**config.mk**
```make
export PLATFORM = sky130hd
export DESIGN_NAME = mem_bus_arbiter_flat
export DESIGN_NICKNAME = d
export VERILOG_FILES = /design/src/rtl/mem_bus_arbiter_if.sv /design/src/rtl/mem_bus_arbiter.sv /design/src/flat_wrapper.sv
export SDC_FILE = /design/constraint.sdc
export NUM_CORES = 1
export LEC_CHECK = 0
export ABC_AREA = 0
export ABC_CLOCK_PERIOD_IN_PS = 2130
export CORE_AREA = 4 4 115 117
export CTS_CLUSTER_DIAMETER = 30
export DETAILED_ROUTE_END_ITERATION = 8
export DIE_AREA = 0 0 119 121
export GPL_ROUTABILITY_DRIVEN = 0
export GPL_TIMING_DRIVEN = 0
export HOLD_SLACK_MARGIN = 0.03
export SLEW_MARGIN = 20
export SYNTH_ARGS = -nofsm -noshare
export SYNTH_HDL_FRONTEND = slang
export SYNTH_SLANG_ARGS = --single-unit
```
**constraint.sdc**
```tcl
create_clock -name clk -period 2.13 [get_ports clk]
set_input_delay 0.426 -clock clk [delete_from_list [all_inputs] [get_ports clk]]
set_output_delay 0.426 -clock clk [all_outputs]
set_load 0.02 [all_outputs]
```
**src/rtl/mem_bus_arbiter_if.sv**
```systemverilog
// Bundle of every requester-side and memory-side bus signal around the
// two-requester memory bus arbiter. The arbiter takes the master view; the
// requesters plus the memory (or a bench standing in for them) take the slave
// view.
interface mem_bus_arbiter_if #(
  parameter int AW = 32,
  parameter int DW = 32
);

  // requester 0 (cache miss-fill path)
  logic          cyc0_i;
  logic          we0_i;
  logic [AW-1:0] adr0_i;
  logic [DW-1:0] dat0_i;
  logic [DW-1:0] dat0_o;
  logic          ack0_o;
  logic          err0_o;

  // requester 1 (MSHR write-back path)
  logic          cyc1_i;
  logic          we1_i;
  logic [AW-1:0] adr1_i;
  logic [DW-1:0] dat1_i;
  logic [DW-1:0] dat1_o;
  logic          ack1_o;
  logic          err1_o;

  // shared memory-side bus
  logic          cyc_m2s;
  logic          we_m2s;
  logic [AW-1:0] adr_m2s;
  logic [DW-1:0] dat_m2s;
  logic [DW-1:0] dat_mem_i;
  logic          ack_mem_i;

  modport master (
    input  cyc0_i, we0_i, adr0_i, dat0_i,
    input  cyc1_i, we1_i, adr1_i, dat1_i,
    input  dat_mem_i, ack_mem_i,
    output dat0_o, ack0_o, err0_o,
    output dat1_o, ack1_o, err1_o,
    output cyc_m2s, we_m2s, adr_m2s, dat_m2s
  );

  modport slave (
    output cyc0_i, we0_i, adr0_i, dat0_i,
    output cyc1_i, we1_i, adr1_i, dat1_i,
    output dat_mem_i, ack_mem_i,
    input  dat0_o, ack0_o, err0_o,
    input  dat1_o, ack1_o, err1_o,
    input  cyc_m2s, we_m2s, adr_m2s, dat_m2s
  );

endinterface

```
**src/rtl/mem_bus_arbiter.sv**
```systemverilog
// Two-requester round-robin arbiter for the single memory-side bus.
// Requester 0 is the cache miss-fill path, requester 1 the MSHR write-back
// path. A grant holds the bus until ack, abort (requester drops cyc) or
// timeout; a timeout is reported to the owner as a bus error. Every grant
// returns through IDLE, so there is always one idle cycle between grants.
module mem_bus_arbiter #(
  parameter int AW      = 32,
  parameter int DW      = 32,
  parameter int TIMEOUT = 255
) (
  input  logic                clk,
  input  logic                rst,
  mem_bus_arbiter_if.master   bus,
  output logic [1:0]          state_test
);

  typedef enum logic [1:0] {
    IDLE = 2'b00,
    GNT0 = 2'b01,
    GNT1 = 2'b10
  } state_t;

  // Counter value seen in the last granted cycle before an error is raised.
  localparam logic [7:0] TO_LAST = 8'(TIMEOUT - 1);

  state_t        state;
  state_t        next_state;
  logic          last;
  logic [7:0]    cnt;
  logic          grant_start;

  logic          cyc_sel;
  logic          we_sel;
  logic [AW-1:0] adr_sel;
  logic [DW-1:0] dat_sel;
  logic          ack0;
  logic          ack1;
  logic          err0;
  logic          err1;
  logic [DW-1:0] rdat0;
  logic [DW-1:0] rdat1;

  // A new grant begins whenever we leave a non-granted state for a grant;
  // the unused encoding behaves exactly like IDLE.
  assign grant_start = (next_state != IDLE) && (state != GNT0) && (state != GNT1);

  // State register; reset drops any transaction in flight immediately.
  always_ff @(posedge clk or negedge rst) begin
    if (!rst) begin
      state <= IDLE;
    end else begin
      state <= next_state;
    end
  end

  // Round-robin pointer and timeout counter: both are reloaded on grant
  // entry, the counter then advances once per granted cycle.
  always_ff @(posedge clk or negedge rst) begin
    if (!rst) begin
      last <= 1'b1;
      cnt  <= 8'd0;
    end else if (grant_start) begin
      last <= (next_state == GNT1);
      cnt  <= 8'd0;
    end else if ((state == GNT0) || (state == GNT1)) begin
      cnt  <= cnt + 8'd1;
    end
  end

  // Next-state arbitration plus bus muxing and requester responses.
  always_comb begin
    next_state = state;
    cyc_sel    = 1'b0;
    we_sel     = 1'b0;
    adr_sel    = '0;
    dat_sel    = '0;
    ack0       = 1'b0;
    ack1       = 1'b0;
    err0       = 1'b0;
    err1       = 1'b0;
    rdat0      = '0;
    rdat1      = '0;
    case (state)
      GNT0: begin
        cyc_sel = bus.cyc0_i;
        we_sel  = bus.we0_i;
        adr_sel = bus.adr0_i;
        dat_sel = bus.dat0_i;
        if (!bus.cyc0_i) begin
          next_state = IDLE;
        end else if (bus.ack_mem_i) begin
          ack0       = 1'b1;
          rdat0      = bus.dat_mem_i;
          next_state = IDLE;
        end else if (cnt == TO_LAST) begin
          err0       = 1'b1;
          next_state = IDLE;
        end
      end
      GNT1: begin
        cyc_sel = bus.cyc1_i;
        we_sel  = bus.we1_i;
        adr_sel = bus.adr1_i;
        dat_sel = bus.dat1_i;
        if (!bus.cyc1_i) begin
          next_state = IDLE;
        end else if (bus.ack_mem_i) begin
          ack1       = 1'b1;
          rdat1      = bus.dat_mem_i;
          next_state = IDLE;
        end else if (cnt == TO_LAST) begin
          err1       = 1'b1;
          next_state = IDLE;
        end
      end
      default: begin
        next_state = IDLE;
        if (bus.cyc0_i && bus.cyc1_i) begin
          next_state = last ? GNT0 : GNT1;
        end else if (bus.cyc0_i) begin
          next_state = GNT0;
        end else if (bus.cyc1_i) begin
          next_state = GNT1;
        end
      end
    endcase
  end

  assign bus.cyc_m2s = cyc_sel;
  assign bus.we_m2s  = we_sel;
  assign bus.adr_m2s = adr_sel;
  assign bus.dat_m2s = dat_sel;
  assign bus.ack0_o  = ack0;
  assign bus.ack1_o  = ack1;
  assign bus.err0_o  = err0;
  assign bus.err1_o  = err1;
  assign bus.dat0_o  = rdat0;
  assign bus.dat1_o  = rdat1;
  assign state_test  = state;

endmodule

```
**src/flat_wrapper.sv**
```systemverilog
// flat-port wrapper written by rule: the top's interface ports become plain ports
module mem_bus_arbiter_flat 
#(
  parameter int AW      = 32,
  parameter int DW      = 32,
  parameter int TIMEOUT = 255
)
  (clk, rst, state_test, bus_cyc0_i, bus_we0_i, bus_adr0_i, bus_dat0_i, bus_cyc1_i, bus_we1_i, bus_adr1_i, bus_dat1_i, bus_dat_mem_i, bus_ack_mem_i, bus_dat0_o, bus_ack0_o, bus_err0_o, bus_dat1_o, bus_ack1_o, bus_err1_o, bus_cyc_m2s, bus_we_m2s, bus_adr_m2s, bus_dat_m2s);
  mem_bus_arbiter_if #(.AW(AW), .DW(DW)) bus_i ();
  input  logic clk;
  input  logic rst;
  output logic [1:0] state_test;
  input wire logic [$bits(bus_i.cyc0_i)-1:0] bus_cyc0_i;
  input wire logic [$bits(bus_i.we0_i)-1:0] bus_we0_i;
  input wire logic [$bits(bus_i.adr0_i)-1:0] bus_adr0_i;
  input wire logic [$bits(bus_i.dat0_i)-1:0] bus_dat0_i;
  input wire logic [$bits(bus_i.cyc1_i)-1:0] bus_cyc1_i;
  input wire logic [$bits(bus_i.we1_i)-1:0] bus_we1_i;
  input wire logic [$bits(bus_i.adr1_i)-1:0] bus_adr1_i;
  input wire logic [$bits(bus_i.dat1_i)-1:0] bus_dat1_i;
  input wire logic [$bits(bus_i.dat_mem_i)-1:0] bus_dat_mem_i;
  input wire logic [$bits(bus_i.ack_mem_i)-1:0] bus_ack_mem_i;
  output wire logic [$bits(bus_i.dat0_o)-1:0] bus_dat0_o;
  output wire logic [$bits(bus_i.ack0_o)-1:0] bus_ack0_o;
  output wire logic [$bits(bus_i.err0_o)-1:0] bus_err0_o;
  output wire logic [$bits(bus_i.dat1_o)-1:0] bus_dat1_o;
  output wire logic [$bits(bus_i.ack1_o)-1:0] bus_ack1_o;
  output wire logic [$bits(bus_i.err1_o)-1:0] bus_err1_o;
  output wire logic [$bits(bus_i.cyc_m2s)-1:0] bus_cyc_m2s;
  output wire logic [$bits(bus_i.we_m2s)-1:0] bus_we_m2s;
  output wire logic [$bits(bus_i.adr_m2s)-1:0] bus_adr_m2s;
  output wire logic [$bits(bus_i.dat_m2s)-1:0] bus_dat_m2s;
  assign bus_i.cyc0_i = bus_cyc0_i;
  assign bus_i.we0_i = bus_we0_i;
  assign bus_i.adr0_i = bus_adr0_i;
  assign bus_i.dat0_i = bus_dat0_i;
  assign bus_i.cyc1_i = bus_cyc1_i;
  assign bus_i.we1_i = bus_we1_i;
  assign bus_i.adr1_i = bus_adr1_i;
  assign bus_i.dat1_i = bus_dat1_i;
  assign bus_i.dat_mem_i = bus_dat_mem_i;
  assign bus_i.ack_mem_i = bus_ack_mem_i;
  assign bus_dat0_o = bus_i.dat0_o;
  assign bus_ack0_o = bus_i.ack0_o;
  assign bus_err0_o = bus_i.err0_o;
  assign bus_dat1_o = bus_i.dat1_o;
  assign bus_ack1_o = bus_i.ack1_o;
  assign bus_err1_o = bus_i.err1_o;
  assign bus_cyc_m2s = bus_i.cyc_m2s;
  assign bus_we_m2s = bus_i.we_m2s;
  assign bus_adr_m2s = bus_i.adr_m2s;
  assign bus_dat_m2s = bus_i.dat_m2s;
  mem_bus_arbiter #(.AW(AW), .DW(DW), .TIMEOUT(TIMEOUT)) u_core (.clk(clk), .rst(rst), .bus(bus_i), .state_test(state_test));
endmodule
```
Word-level counts from Yosys, hierarchy flattened

Index checks and enable logic that the tools add are counted.

Register bits after elaboration: 11

$add $sub $neg: 1
Mux-type cells: 31
Reduce and logical (&&, ||, !) cells: 6
Eq/ne operators: 6

Operators with widths:

| kind                  | count |
|---|---|
| $mux W32              | 5 |
| $pmux W32 S2          | 2 |
| $mux W2               | 8 |
| $mux W8               | 2 |
| $mux W1               | 11 |
| $add A8 B1 Y8 const B | 1 |
| $eq A8 B8 Y1 const B  | 1 |
| $eq A2 B2 Y1 const B  | 2 |
| $pmux W1 S2           | 2 |
| $pmux W2 S2           | 1 |
| $reduce_bool A2 Y1    | 2 |
| $logic_and A1 B1 Y1   | 3 |
| $eq A2 B1 Y1 const B  | 1 |
| $ne A2 B1 Y1 const B  | 1 |
| $ne A2 B2 Y1 const B  | 1 |
| $logic_or A1 B1 Y1    | 1 |

Logic depth before layout (Yosys ltp)

Depth in word-level cells: 9
Gate-level depth with buffers: 8

Least setup slack after synthesis

OpenSTA, ideal clock, no wires.

Path kind: reg2out
From: reg u_core.state[0] (netlist: u_core.state_test[0])
To: out bus_err1_o
Required time: 1,704 ps
Data arrival time: 1,703 ps
Buffers on the path: 3
Stages on the path, launching flop included: 8
Setup slack: 1 ps
Path through: dfrtp_1 -> inv_1 -> ha_1 -> clkbuf_2 -> buf_2 -> buf_2 -> nand2_1 -> nor3_1

Cells in the longest elaborated chain, start to end: 2

RTL lines:

| element                | RTL line              | RTL |
|---|---|---|
| start, declared        | mem_bus_arbiter.sv:26 | `state_t state;` |
| start signal, assigned | mem_bus_arbiter.sv:52 | `state <= next_state;` |
| $eq A2 B2 Y1           | mem_bus_arbiter.sv:83 | `case (state)` |
| $mux W1                | mem_bus_arbiter.sv:83 |  |
| end, declared          | flat_wrapper.sv:28    | `output wire logic [$bits(bus_i.err1_o)-1:0] bus_err1_o;` |

No other way between the ends.

Final worst setup path

From: reg u_core.state[1] (netlist: u_core.state_test[1])
To: out bus_err0_o

Cells in the longest elaborated chain, start to end: 2

RTL lines:

| element       | RTL line              | RTL |
|---|---|---|
| $eq A2 B1 Y1  | mem_bus_arbiter.sv:83 |  |
| $mux W1       | mem_bus_arbiter.sv:83 |  |
| end, declared | flat_wrapper.sv:25    | `output wire logic [$bits(bus_i.err0_o)-1:0] bus_err0_o;` |

No other way between the ends.

==> report_table.html <==
<table>
<tr><th>Metric</th><th>Value</th></tr>
<tr><th colspan="2">Clocking</th></tr>
<tr><td>Clock insertion delay at the later pin of the skew report</td><td>between 0.2 and 0.25 ns</td></tr>
<tr><td>Number of hold buffers added after CTS</td><td>0</td></tr>
<tr><td>Number of H-tree branching levels</td><td>1</td></tr>
<tr><td>Clock Sink Count</td><td>11</td></tr>
<tr><td>Clock buffer depth</td><td>2</td></tr>
<tr><td>Clock slew seen by the registers of the worst setup and hold paths</td><td>roughly 0.040 ns</td></tr>
<tr><td>Clock tree from TritonCTS</td><td>done</td></tr>
<tr><td>Clock buffers created by TritonCTS</td><td>3</td></tr>
<tr><td>Clock root buffer</td><td>sky130_fd_sc_hd__clkbuf_16</td></tr>
<tr><th colspan="2">Yosys</th></tr>
<tr><td>Most used DFF post-synth</td><td>sky130_fd_sc_hd__dfrtp_1</td></tr>
<tr><td>Number of unique standard cell types used by synthesis</td><td>33</td></tr>
<tr><td>Gate count of the mapped netlist</td><td>roughly 300</td></tr>
<tr><td>Number of synthesis warnings</td><td>0</td></tr>
<tr><td>Post-synthesis cell area</td><td>0.00192 sq mm</td></tr>
<tr><td>Syn Area/Cell</td><td>6.57 sq um</td></tr>
<tr><td>Number of synthesized register bits</td><td>11</td></tr>
<tr><td>Proportion of synthesized flip-flops having asynchronous set or reset</td><td>1.00</td></tr>
<tr><td>Net count of the mapped netlist</td><td>463</td></tr>
<tr><td>Proportion of synthesized chip area in sequential cells</td><td>0.144</td></tr>
<tr><td>Number of enable-type register cells in the synthesized netlist</td><td>0</td></tr>
<tr><th colspan="2">STA</th></tr>
<tr><td>Final Worst Setup Slack</td><td>0.0421 ns</td></tr>
<tr><td>Peak Freq</td><td>around 480 MHz</td></tr>
<tr><td>Worst slew margin</td><td>0.669</td></tr>
<tr><td>Max-slew violations</td><td>0</td></tr>
<tr><td>Final Hold Vio Count</td><td>0</td></tr>
<tr><td>Clock skew after layout</td><td>between 0.001 and 0.0015 ns</td></tr>
<tr><td>Clock period minus final worst setup slack</td><td>2.09 ns</td></tr>
<tr><td># setup viols final</td><td>0</td></tr>
<tr><td>Slew at the pin closest to its max-slew limit</td><td>0.495 ns</td></tr>
<tr><td>Unrepaired setup endpoints after global routing</td><td>yes</td></tr>
<tr><td>Share of the clock period used by the worst path after layout</td><td>0.980</td></tr>
<tr><th colspan="2">Die</th></tr>
<tr><td>Width of the chip</td><td>119 um</td></tr>
<tr><td>Core region area</td><td>roughly 0.012 sq mm</td></tr>
<tr><td>Die span in y</td><td>121 um</td></tr>
<tr><td>Starting density of the core</td><td>0.155</td></tr>
<tr><td>Number of core rows</td><td>41</td></tr>
<tr><td>Area enclosed by the die boundary</td><td>0.0144 sq mm</td></tr>
<tr><td>I/O pins</td><td>303</td></tr>
<tr><th colspan="2">Detailed routing</th></tr>
<tr><td>Number of detailed-route iterations in the first pass</td><td>4</td></tr>
<tr><td>DRC violation count after routing</td><td>0</td></tr>
<tr><td>Met1 Wirelength</td><td>5100 um</td></tr>
<tr><td>Vias per cell</td><td>around 4.3</td></tr>
<tr><td>Routed wire length</td><td>~13000 um</td></tr>
<tr><td>Vias after detailed routing</td><td>3394</td></tr>
<tr><td>Routed met2 length</td><td>6890 um</td></tr>
<tr><td>Highest routed layer</td><td>met4</td></tr>
<tr><td>Routed wl met3</td><td>1110 um</td></tr>
<tr><td>Post-DR wirelength/cell</td><td>17.1 um</td></tr>
<tr><td>First DRT Iteration DRCs</td><td>125</td></tr>
<tr><td>Antenna violation net count after detailed routing</td><td>0</td></tr>
<tr><th colspan="2">Setup path</th></tr>
<tr><td>Max stage delay cell, worst path</td><td>sky130_fd_sc_hd__dfrtp_1</td></tr>
<tr><td>Family of cells with the greatest summed delay on the critical path</td><td>buffers and inverters</td></tr>
<tr><td>Largest incremental delay on the critical path</td><td>0.38 ns</td></tr>
<tr><td>Crit start category</td><td>register</td></tr>
<tr><td>Crit Path Class</td><td>register to primary output</td></tr>
<tr><td>Maximum net fanout on the critical path</td><td>10</td></tr>
<tr><td>Worst path buffer plus inverter count</td><td>4</td></tr>
<tr><td>Sequence of cells on the critical path</td><td>inv_1, ha_4, buf_12, buf_8, nand2_1, nor3_1, buf_2</td></tr>
<tr><td>Arrival time reported for the critical path endpoint</td><td>1.66 ns</td></tr>
<tr><td>Type of element capturing the critical path</td><td>primary output</td></tr>
<tr><td>Required time of the critical path</td><td>roughly 1.7 ns</td></tr>
<tr><th colspan="2">Place</th></tr>
<tr><td>HPWL reported at the end of detailed placement</td><td>11000 um</td></tr>
<tr><td>Worst-case setup slack after placement</td><td>-0.791 ns</td></tr>
<tr><td>Port Buffers</td><td>302</td></tr>
<tr><th colspan="2">Power</th></tr>
<tr><td>Largest vdd supply drop</td><td>roughly 0.44 mV</td></tr>
<tr><td>Total power after layout</td><td>5.35 mW</td></tr>
<tr><td>Leakage power total</td><td>2.38 nW</td></tr>
<tr><td>PD cells</td><td>1050 mW/mm^2</td></tr>
<tr><th colspan="2">Flow run</th></tr>
<tr><td>Number of maximum-capacitance constraint violations</td><td>0</td></tr>
<tr><th colspan="2">Outcome</th></tr>
<tr><td>Status</td><td>finished clean</td></tr>
<tr><th colspan="2">GRT</th></tr>
<tr><td>Number of global-route vias before repair</td><td>3574</td></tr>
<tr><td>Largest net degree at the start of global routing</td><td>12</td></tr>
<tr><td>GR Overflow Total</td><td>0</td></tr>
<tr><td>First-pass GRT wire length</td><td>19500 um</td></tr>
<tr><td>Global-route usage over all layers</td><td>0.167</td></tr>
<tr><td>Number of antenna violations at the first check in global routing</td><td>1</td></tr>
<tr><th colspan="2">Cells and area</th></tr>
<tr><td>Final core occ</td><td>0.411</td></tr>
<tr><td>Area grow syn2layout</td><td>165%</td></tr>
<tr><td># nets final</td><td>780</td></tr>
<tr><td>Share of final-layout standard cells stronger than drive strength 1</td><td>0.336</td></tr>
<tr><td>Total of fill cells in the finished design</td><td>1313</td></tr>
<tr><th colspan="2">Min path</th></tr>
<tr><td>Path type of the worst min-delay path</td><td>primary input to asynchronous set/reset pin</td></tr>
</table>
[worst register-to-register path, stage by stage (launching register included)]
cell	delay (ns)
sky130_fd_sc_hd__dfrtp_2	0.44
sky130_fd_sc_hd__inv_2	0.08
sky130_fd_sc_hd__ha_4	0.19
sky130_fd_sc_hd__buf_4	0.13
sky130_fd_sc_hd__a22oi_2	0.06
sky130_fd_sc_hd__a211oi_2	0.31
sky130_fd_sc_hd__o21ba_1	0.19
sky130_fd_sc_hd__buf_6	0.13
sky130_fd_sc_hd__nor2_1	0.06
[cells in the mapped netlist (2+ instances only)]
cell type	instances	area, sq um
sky130_fd_sc_hd__xor2_1	4	35.0
sky130_fd_sc_hd__nor3_1	3	15.0
sky130_fd_sc_hd__and3_1	2	12.5
sky130_fd_sc_hd__nor2_1	77	289
sky130_fd_sc_hd__dfrtp_1	10	250
sky130_fd_sc_hd__xnor2_1	3	26.3
sky130_fd_sc_hd__clkbuf_1	14	52.6
sky130_fd_sc_hd__clkbuf_2	2	10.0
sky130_fd_sc_hd__buf_2	13	65.1
sky130_fd_sc_hd__a21oi_1	2	10.0
sky130_fd_sc_hd__inv_1	3	11.3
sky130_fd_sc_hd__nand2_1	6	22.5
sky130_fd_sc_hd__and2_1	64	400
sky130_fd_sc_hd__a32o_1	2	20.0
sky130_fd_sc_hd__ha_1	4	50.1
sky130_fd_sc_hd__nand3_1	2	10.0
sky130_fd_sc_hd__a22oi_1	65	488
[power breakdown]
group | total (mW) | leakage (nW) | switching (mW) | internal, mW
combinational | 4.67 | 2.20 | 2.53 | 2.14
clock | 0.346 | 0.0382 | 0.0944 | 0.251
sequential | 0.330 | 0.144 | 0.0580 | 0.272
[per-layer routing]
| metal | GRT usage | vias to the layer above |
|---|---|---|
| met3 | 0.0443 | 18 |
| met5 | 0 | - |
| li1 | - | 1649 |
| met4 | 0.0456 | 0 |
| met2 | 0.305 | 187 |
| met1 | 0.190 | 1540 |
[placed cells by master, fill, tap and decap left out, types with 2 or more instances in the layout]
cell,instances
sky130_fd_sc_hd__xor2_1,4
sky130_fd_sc_hd__a21oi_1,2
sky130_fd_sc_hd__buf_6,10
sky130_fd_sc_hd__dfrtp_1,9
sky130_fd_sc_hd__a32o_1,2
sky130_fd_sc_hd__a22oi_1,45
sky130_fd_sc_hd__clkbuf_2,2
sky130_fd_sc_hd__nor2_1,77
sky130_fd_sc_hd__dlygate4sd2_1,7
sky130_fd_sc_hd__clkbuf_4,6
sky130_fd_sc_hd__ha_1,2
sky130_fd_sc_hd__buf_4,30
sky130_fd_sc_hd__and3_4,2
sky130_fd_sc_hd__inv_1,2
sky130_fd_sc_hd__xnor2_1,3
sky130_fd_sc_hd__clkbuf_8,2
sky130_fd_sc_hd__nor3_1,3
sky130_fd_sc_hd__buf_12,4
sky130_fd_sc_hd__and2_1,64
sky130_fd_sc_hd__nand3_1,2
sky130_fd_sc_hd__ha_4,2
sky130_fd_sc_hd__clkdlybuf4s50_1,165
sky130_fd_sc_hd__nand2_1,6
sky130_fd_sc_hd__a22oi_2,21
sky130_fd_sc_hd__buf_2,112
sky130_fd_sc_hd__clkbuf_16,6
[state kept, by name, summed over array words and instances (netlist names)]
register and cells:
u_core.cnt 8, u_core.last 1, u_core.state_test 2
[stage by stage]
| stage | hold slack [ns] | instance area, sq um | setup TNS [ns] | cells |
|---|---|---|---|---|
| after floorplan | 0.130 | 1920 | 0 | 292 |
| after global placement | 0.529 | 5160 | -76.69 | 766 |
| after detailed placement | 0.545 | 5160 | -79.27 | 766 |
| after CTS | 0.539 | 5020 | -0.00153 | 776 |
| after global routing | 0.569 | 5080 | -0.0668 | 781 |
| final | 0.522 | 5080 | 0 | 781 |
[path summary, 6_finish.rpt]
kind / from / endpoint / slack [ns] / cells past startpoint
max: u_core.state_test[1]$_DFF_PN0_ / bus_err0_o / 0.04 / 7
min: rst / u_core.cnt[3]$_DFFE_PN0P_ / 0.52 / 1
max reg2reg: u_core.state_test[0]$_DFF_PN0_ / u_core.cnt[4]$_DFFE_PN0P_ / 0.43 / 8
min reg2reg: u_core.cnt[7]$_DFFE_PN0P_ / u_core.cnt[7]$_DFFE_PN0P_ / 0.55 / 2
max in group asynchronous: rst / u_core.state_test[0]$_DFF_PN0_ / 1.25 / 1
min in group clk: u_core.cnt[7]$_DFFE_PN0P_ / u_core.cnt[7]$_DFFE_PN0P_ / 0.55 / 2
[timing repair]
item,4_1_cts,5_1_grt
gates cloned,0,2
pin swaps,1,3
setup buffers,7,3
endpoints found under the setup margin,134,124
gates resized for setup,576,75
[cell families (layout without fill, tap and decap cells)]
kind of cell / Yosys count / in the layout / synth area share
other: 0 / 1 / 0
adders and majority gates: 4 / 4 / 0.0261
and+or+nand+nor: 161 / 161 / 0.419
buffers and inverters: 34 / 350 / 0.0802
xor gates and xnor gates: 7 / 7 / 0.0319
AOI/OAI and AO/OA: 75 / 75 / 0.299
DFF: 11 / 11 / 0.144
[cell type report]
type | count | area (sq um) | share of cell area
Tap cell | 172 | 215 | 0.0423
Buffer | 29 | 339 | 0.0667
Clock buffer | 4 | 78.8 | 0.0155
Sequential cell | 11 | 278 | 0.0546
Antenna cell | 1 | 2.50 | 0.000492
Multi-Input combinational cell | 247 | 1620 | 0.319
Timing Repair Buffer | 314 | 2530 | 0.499
Inverter | 3 | 11.3 | 0.00222
No activity file was read; power rests on OpenSTA's default activity.
